**src/rtl/alu_decoder_pipe.sv**
```systemverilog
// Execute-stage ALU decoder for the ARM data-processing set, followed by a
// STAGES-deep valid/stall/flush output pipeline and a saturating illegal-decode counter.
module alu_decoder_pipe #(
    parameter int ALU_CTRL_W = 3,
    parameter int STAGES     = 1,
    parameter int CNT_W      = 8
) (
    input  logic                  clk,
    input  logic                  reset_n,
    input  logic                  valid_in,
    input  logic                  ALUOp,
    input  logic [4:0]            Funct,
    input  logic                  stall,
    input  logic                  flush,
    output logic [ALU_CTRL_W-1:0] ALUControl,
    output logic [1:0]            FlagW,
    output logic                  NoWrite,
    output logic                  Illegal,
    output logic                  valid_out,
    output logic [CNT_W-1:0]      illegal_cnt
);

    // Handshake: valid_in marks a decode request; it is consumed on a rising edge
    // only when stall=0 and flush=0. valid_out marks the final stage; while stall=1
    // it is held, and flush clears every stage (flush wins over stall).

    localparam int PW = ALU_CTRL_W + 4;

    logic [3:0]            cmd;
    logic                  s_bit;
    logic [2:0]            dec_code;
    logic                  dec_cv;
    logic                  dec_cmp;
    logic                  dec_bad;
    logic [ALU_CTRL_W-1:0] dec_ctrl;
    logic [1:0]            dec_flagw;
    logic                  dec_nowrite;
    logic                  dec_illegal;
    logic [PW-1:0]         dec_pay;

    always_comb begin
        cmd         = Funct[4:1];
        s_bit       = Funct[0];
        dec_code    = 3'b000;
        dec_cv      = 1'b0;
        dec_cmp     = 1'b0;
        dec_bad     = 1'b0;
        dec_ctrl    = '0;
        dec_flagw   = 2'b00;
        dec_nowrite = 1'b0;
        dec_illegal = 1'b0;
        if (ALUOp) begin
            case (cmd)
                4'b0100: begin dec_code = 3'b000; dec_cv = 1'b1; end
                4'b0010: begin dec_code = 3'b001; dec_cv = 1'b1; end
                4'b0000: dec_code = 3'b010;
                4'b1100: dec_code = 3'b011;
                4'b0001: dec_code = 3'b100;
                4'b0011: begin dec_code = 3'b101; dec_cv = 1'b1; end
                4'b1110: dec_code = 3'b110;
                4'b1101: dec_code = 3'b111;
                4'b1010: begin dec_code = 3'b001; dec_cv = 1'b1; dec_cmp = 1'b1; end
                4'b1011: begin dec_code = 3'b000; dec_cv = 1'b1; dec_cmp = 1'b1; end
                4'b1000: begin dec_code = 3'b010; dec_cmp = 1'b1; end
                4'b1001: begin dec_code = 3'b100; dec_cmp = 1'b1; end
                default: dec_bad = 1'b1;
            endcase
            // Compare forms exist only to set flags, so S=0 on them is meaningless.
            if (dec_cmp && !s_bit) begin
                dec_bad = 1'b1;
            end
            if (ALU_CTRL_W == 2 && dec_code[2]) begin
                dec_bad = 1'b1;
            end
            if (dec_bad) begin
                dec_nowrite = 1'b1;
                dec_illegal = 1'b1;
            end else begin
                dec_ctrl    = dec_code[ALU_CTRL_W-1:0];
                dec_flagw   = {s_bit, s_bit & dec_cv};
                dec_nowrite = dec_cmp;
            end
        end
        dec_pay = {dec_ctrl, dec_flagw, dec_nowrite, dec_illegal};
    end

    logic [STAGES-1:0] vld_q;
    logic [STAGES-1:0] vld_d;
    logic [PW-1:0]     pay_q [STAGES];
    logic [PW-1:0]     pay_d [STAGES];
    logic [CNT_W-1:0]  illegal_cnt_q;
    logic [CNT_W-1:0]  illegal_cnt_d;
    logic              take_in;

    always_comb begin
        take_in       = valid_in && !stall && !flush;
        vld_d         = vld_q;
        pay_d         = pay_q;
        illegal_cnt_d = illegal_cnt_q;
        if (flush) begin
            vld_d = '0;
        end else if (!stall) begin
            vld_d[0] = valid_in;
            pay_d[0] = dec_pay;
            for (int i = 1; i < STAGES; i++) begin
                vld_d[i] = vld_q[i-1];
                pay_d[i] = pay_q[i-1];
            end
        end
        if (take_in && dec_illegal && (illegal_cnt_q != {CNT_W{1'b1}})) begin
            illegal_cnt_d = illegal_cnt_q + CNT_W'(1);
        end
    end

    always_ff @(posedge clk or negedge reset_n) begin
        if (!reset_n) begin
            vld_q         <= '0;
            illegal_cnt_q <= '0;
            for (int i = 0; i < STAGES; i++) begin
                pay_q[i] <= '0;
            end
        end else begin
            vld_q         <= vld_d;
            illegal_cnt_q <= illegal_cnt_d;
            for (int i = 0; i < STAGES; i++) begin
                pay_q[i] <= pay_d[i];
            end
        end
    end

    // Payload of an invalid final stage is masked so idle outputs read zero.
    logic [PW-1:0] out_pay;

    always_comb begin
        out_pay = pay_q[STAGES-1] & {PW{vld_q[STAGES-1]}};
    end

    assign {ALUControl, FlagW, NoWrite, Illegal} = out_pay;
    assign valid_out   = vld_q[STAGES-1];
    assign illegal_cnt = illegal_cnt_q;

endmodule

```
**config.mk**
```make
export PLATFORM = sky130hd
export DESIGN_NAME = alu_decoder_pipe
export DESIGN_NICKNAME = d
export VERILOG_FILES = /design/src/rtl/alu_decoder_pipe.sv
export SDC_FILE = /design/constraint.sdc
export NUM_CORES = 1
export LEC_CHECK = 0
export BUFFER_PORTS_ARGS = -buffer_cell sky130_fd_sc_hd__buf_2
export CORE_MARGIN = 2
export CORE_UTILIZATION = 39
export DETAILED_ROUTE_END_ITERATION = 8
export PLACE_DENSITY_LB_ADDON = 0.08
export SKIP_CTS_REPAIR_TIMING = 1
export SYNTH_ARGS = -nofsm -noshare
export SYNTH_HDL_FRONTEND = slang
export SYNTH_SLANG_ARGS = --single-unit
```
**constraint.sdc**
```tcl
create_clock -name clk -period 2.1 [get_ports clk]
set_clock_uncertainty 0.1 [all_clocks]
set_input_delay 0.105 -clock clk [delete_from_list [all_inputs] [get_ports clk]]
set_output_delay 0.105 -clock clk [all_outputs]
set_load 0.01 [all_outputs]
```
==> impl_results.md, run 1 <==
- DR vias/cell: 5.14
- Largest cells by area after synthesis: dfrtp_1 (44%), xor2_1 (6.7%), a2111oi_2 (4.9%), nand2_1 (4.9%), and2_1 (4.8%)
- Final Net Count: 134
- Gr usage total: 16.9%
- Main synth FF type: dfrtp_1
- Total number of vias: 766
- Initial Utilization: 41.5%
- Clock Latency Late Sink: 0.29 ns
- Min-delay src: stall
- Worst path slowest cell: dfrtp_1
- Die H: 52.5 µm
- Share of layout cells above drive strength 1: 31.4%
- Final Cycle Share: 93.1%
- Minimum clock period: 1.95 ns
- Critical path arrival: 2.03 ns
- Routed WL per cell: 13.0 µm
- CP cell instances: ha_1 -> nand3_1 -> o2111ai_2 -> a21oi_1 -> mux2_1
- Finish-stage setup viols: 0
- Sw Ratio: 29.4%
- Iter 0 DRT Violations: 10
- RSZ-0062 raised after global routing: no
- Hold Slack: 0.00654 ns
- Largest net degree at the start of global routing: 17
- Count leader, synth: dfrtp_1
- Dominant cell type by area after synthesis: dfrtp_1
- Final Hold Fails: 0
- R2r endpoint: illegal_cnt[1]
- Crit path max-delay family: compound AO/OA/AOI/OAI gates
- Sequential cell area fraction in the yosys report: 43.7%
- Drt pass-1 iters: 4
- Post-route ant nets: 0
- Antenna violations before repair: 0
- Pleak: 0.000565 µW
- NetSw: 214 µW
- Number of flops mapped to enable cells by yosys: 0
- Total chip power: 727 µW
- DRC errors left: 0
- WHS Endpoint: valid_out
- Overflow after GRT: 0
- Clock network power share: 28.2%
- CTS buffer count: 3
- IR drop worst, VDD: 0.385 mV
- Setup tns final: 0 ns
- Cells after synthesis: 93
- Synth top cells by count: dfrtp_1 (16), nand2_1 (12), and2_1 (7), xor2_1 (7), a21oi_1 (6)
- Worst-path clk slew: 0.10 ns
- Core area: 0.00221 mm²
- Combinational share of power: 20.3%
- First-pass GRT wire length: 3370 µm
- Reg2reg setup slack: 0.15 ns
- Relative slew slack: 71.7%
- IO Pins: 27
- Vias in the first global route: 703
- Hold Path Class: primary input to register
- YS warnings: 0
- CP Max Fanout: 7
- Syn avg cell area: 9.86 µm²
- Die area: 0.00276 mm²
- Final slew viol count: 0
- TritonCTS clock tree: built
- I/O Buffers: 26
- GPL Wtd Cong: 0.793
- Critical R2R Launch: illegal_cnt[0]
- Final WL: 1930 µm
- Int Pwr: 513 µW
- Worst Path Class, Setup: register to register
- Syn Nets: 105
- Post-layout util: 50.5%
- Asr flop ratio synth: 100%
- CTS root buf: clkbuf_4
- Share of Yosys cell area claimed by the top area cell type: 43.7%
- Flop pwr share: 51.5%
- Die width: 52.5 µm
- # fillers: 233
- Critical path capture point type: register
- Final HPWL DP: 1470 µm
- Seq cells post-synth: 16
- # Max-Cap Violations: 0
- Area Overhead vs Synth: 21.8%
- Worst slew pin tran: 0.425 ns
- WP buf/inv: 0
- # rows: 17
- Worst Hold Depth: 3
- Number of library cell types mapped by synthesis: 30
- R2R cell count: 5
- Power density over the cells: 651 mW/mm²
- Outcome: finished, final reports clean
- Clk buf depth: 2
- N_diodes: 0
- Required time of the critical path: 2.18 ns
- Post-Syn Area: 917 µm²
- Footprint of the multi-input gates: 488 µm²
- Max Clock Freq: 512 MHz
- Reg area: 400 µm²
- CP max stage delay: 0.43 ns
- H-tree levels: 1
- Worst setup SP type: register
- # clock sinks: 16
==> state kept, by name, indices dropped and copies added, names as in the netlist <==
register     cells
illegal_cnt      8
pay_q            7
valid_out        1
==> placed cells by master, fill, tap and decap left out <==
cell type,instances
a2111oi_2,3
a211oi_1,3
a21o_1,1
a21oi_1,6
a32oi_4,1
and2_1,7
and3_1,1
buf_2,26
clkbuf_4,3
clkbuf_8,1
dfrtp_1,16
dlygate4sd3_1,2
ha_1,1
inv_1,2
mux2_1,1
mux2i_1,1
nand2_1,12
nand2b_4,1
nand3_1,3
nand4_1,3
nor2_1,5
nor2b_1,2
o2111ai_2,1
o211ai_1,1
o21ai_0,4
o21ai_1,3
o31ai_1,1
o41ai_1,1
or2_2,2
xor2_1,7
==> how the worst max path moves through the flow <==
stage / start / end / depth (start not counted)
after global placement: illegal_cnt[0] / illegal_cnt[1] / 5
after detailed placement: illegal_cnt[0] / illegal_cnt[1] / 5
after floorplan: illegal_cnt[0] / illegal_cnt[1] / 5
after CTS: illegal_cnt[0] / illegal_cnt[1] / 5
after global routing: illegal_cnt[0] / illegal_cnt[1] / 5
final: illegal_cnt[0] / illegal_cnt[1] / 5
==> per-stage QoR <==
step / instance area (µm²) / setup WS, ns / instances
global placement: 1060 / 0.245 / 143
floorplan: 917 / 0.272 / 93
finish: 1120 / 0.145 / 149
detailed placement: 1060 / 0.154 / 143
CTS: 1100 / 0.141 / 147
global route: 1120 / 0.000415 / 149
==> power groups by stage <==
stage / Sequential (µW) / Combinational, µW / Clock, µW
global placement: 377 / 148 / 0
global route: 381 / 169 / 228
finish: 374 / 148 / 205
CTS: 375 / 148 / 214
detailed placement: 381 / 147 / 0
floorplan: 387 / 79.8 / 0
==> logic make-up (layout without fill, tap and decap cells) <==
group	count (synthesis)	count (layout)	synth area share, %
AO/OA/AOI/OAI	25	25	22.5
XOR/XNOR	7	7	6.68
adder cells (fa/ha/maj)	1	1	1.36
buffers and inverters	6	34	3.14
flip-flops	16	16	43.7
multiplexers	2	2	2.32
AND/OR/NAND/NOR	36	36	20.3
==> area by class of cell <==
class	instances	share of cell area (%)
timing repair buffer	28	13.4
clock buffer	4	3.25
tap	28	3.14
multi-input combinational	71	43.7
sequential	16	35.8
inverter	2	0.672
==> worst reg2reg max path, stage by stage (launching register included) <==
cell       delay (ns)
dfrtp_1          0.43
ha_1             0.22
nand3_1          0.16
o2111ai_2        0.28
a21oi_1          0.31
mux2_1           0.35
==> metal layers <==
layer  GRT usage, %  share of wire [%]
met4           7.69                1.4
met5              0                  0
met2           27.7                 50
met3           2.57                3.6
met1           21.7                 45
Note: power is estimated with default switching activity, not from simulation.
==> inputs of run 2 (changes only) <==
==> constraint.sdc (replaced) <==
create_clock -name clk -period 2 [get_ports clk]
set_clock_uncertainty 0.1 [all_clocks]
set_input_delay 0.1 -clock clk [delete_from_list [all_inputs] [get_ports clk]]
set_output_delay 0.1 -clock clk [all_outputs]
set_load 0.01 [all_outputs]
==> impl_results.md, run 2 (synthesized netlist as in run 1, its figures left out) <==
- Outcome: finished, final reports clean
- Max reg flops: 8 (unchanged)
- CTS root buf: clkbuf_4
- CP max stage delay: 0.43 ns (about the same)
- Hold Slack: 0.00301 ns (-0.00353 ns)
- TritonCTS clock tree: built
- Final Hold Fails: 0 (unchanged)
- Final HPWL DP: 1470 µm (unchanged)
- Post-Place Setup Slack: 0.0539 ns (-0.100 ns)
- Gr usage total: 16.9% (unchanged)
- Worst path slowest cell: dfrtp_1
- Pleak: 0.000570 µW (+0.93%)
- Final worst slack: 0.126 ns (-0.0193 ns)
- Clock Latency Late Sink: 0.29 ns (about the same)
- Relative slew slack: 70.5% (-1.1 points)
- Final Cycle Share: 93.7% (+0.62 points)
- GPL Wtd Cong: 0.793 (about the same)
- Required time of the critical path: 2.08 ns (-0.10 ns)
- Dpl cell area: 0.00106 mm² (unchanged)
- Drt pass-1 iters: 4 (unchanged)
- WP depth: 5 (unchanged)
- Core area: 0.00221 mm² (unchanged)
- Initial Utilization: 41.5% (unchanged)
- First-pass GRT wire length: 3370 µm (unchanged)
- Max Clock Freq: 534 MHz (+4.3%)
- DRC errors left: 0 (unchanged)
- Worst setup SP type: register
- Crit path max-delay family: compound AO/OA/AOI/OAI gates
- Die area: 0.00276 mm² (unchanged)
- Final WL: 1930 µm (-0.31%)
- Commonest non-fill, non-tap cells in the layout: buf_2 (26), dfrtp_1 (16), nand2_1 (12)
- Design Area, Final: 0.00113 mm² (+1.0%)
- Iter 0 DRT Violations: 11 (+1)
- DR vias/cell: 5.11 (-0.67%)
- I/O Buffers: 26 (unchanged)
- WP buf/inv: 0 (unchanged)
- Footprint of the multi-input gates: 492 µm² (+0.77%)
- Critical path arrival: 1.95 ns (-0.08 ns)
- Worst-path clk slew: 0.10 ns (about the same)
- Worst Path Class, Setup: register to register
- R2R cell count: 5 (unchanged)
- # rows: 17 (unchanged)
- Final slew viol count: 0 (unchanged)
- Critical path capture point type: register
- Final Net Count: 135 (+0.75%)
- Antenna violations before repair: 0 (unchanged)
- CP Max Fanout: 7 (unchanged)
- # clock sinks: 16 (unchanged)
- Post-route ant nets: 0 (unchanged)
- N_diodes: 0 (unchanged)
- IO Pins: 27 (unchanged)
- # fillers: 231 (-0.86%)
- Die H: 52.5 µm (unchanged)
- Post-layout util: 51.0% (+0.51 points)
- Worst Hold Depth: 3 (unchanged)
- Clk buf depth: 2 (unchanged)
- Largest net degree at the start of global routing: 17 (unchanged)
- IR drop worst, VDD: 0.409 mV (+6.2%)
- Routed WL per cell: 12.8 µm (-0.98%)
- Finish-stage setup viols: 0 (unchanged)
- Total chip power: 766 µW (+5.4%)
- Share of layout cells above drive strength 1: 32.8% (+1.4 points)
- Total number of vias: 766 (unchanged)
- Area Overhead vs Synth: 23.1%
- H-tree levels: 1 (unchanged)
- Power density over the cells: 679 mW/mm² (+4.3%)
- CP cell instances: ha_1 -> nand3_1 -> o2111ai_2 -> a21oi_2 -> mux2_1
- Minimum clock period: 1.87 ns (-0.0807 ns)
- CTS buffer count: 3 (unchanged)
- Die width: 52.5 µm (unchanged)
- Commonest non-fill, non-tap cell in the layout: buf_2
- Vias in the first global route: 703 (unchanged)
- # Max-Cap Violations: 0 (unchanged)
- Reg area: 400 µm² (unchanged)
- Overflow after GRT: 0 (unchanged)
- Hold Path Class: primary input to register
- Worst slew pin tran: 0.442 ns (+0.0172 ns)
[run 2: cell types whose count changed in the layout (fill, tap and decap cells not counted)]
cell     before  now
a21oi_2       0    1
a21oi_1       6    5
buf_4         0    1
[run 2: report_power, final]
group / leakage, µW / internal, µW / switching [µW]
registers: 0.000216 / 360 / 33.4
clock network: 0.0000210 / 111 / 106
logic: 0.000333 / 68.5 / 87.2
total: 0.000570 / 539 / 227
[run 2: layout make-up]
| cell class | instances | share of cell area, % |
|---|---|---|
| well taps | 28 | 3.10 |
| clock buffers | 4 | 3.22 |
| repair buffers | 29 | 14.0 |
| flip-flops and latches | 16 | 35.5 |
| multi-input cells | 71 | 43.6 |
| inverters | 2 | 0.665 |
[run 2: path summary, 6_finish.rpt]
| path | slack, ns | from | end |
|---|---|---|---|
| max reg2reg | 0.13 | illegal_cnt[0] | illegal_cnt[1] |
| min in group asynchronous | 0.15 | reset_n | pay_q[3] |
| max | 0.13 | illegal_cnt[0] | illegal_cnt[1] |
| min | 0.003 | stall | valid_out |
| min reg2reg | 0.38 | pay_q[2] | pay_q[2] |
| max in group asynchronous | 1.39 | reset_n | illegal_cnt[2] |
[run 2: worst reg2reg max path, cell delays in order, from the launching register on]
cell,delay (ns)
dfrtp_1,0.43
ha_1,0.22
nand3_1,0.16
o2111ai_2,0.29
a21oi_2,0.23
mux2_1,0.33
[run 2: per-layer routing]
| layer | up-vias | GRT usage, % | wire length [µm] |
|---|---|---|---|
| li1 | 389 | - | - |
| met1 | 362 | 21.7 | 879 |
| met2 | 13 | 27.7 | 963 |
| met3 | 2 | 2.57 | 70 |
| met4 | 0 | 7.69 | 13 |
| met5 | - | 0 | 0 |
[run 2: metrics by stage]
| step | cells | setup TNS, ns |
|---|---|---|
| 6_report | 150 | 0 |
| 5_1_grt | 150 | -0.00127 |
| 4_1_cts | 147 | 0 |
| 3_5_place_dp | 143 | 0 |
| 3_3_place_gp | 143 | 0 |
| 2_1_floorplan | 93 | 0 |
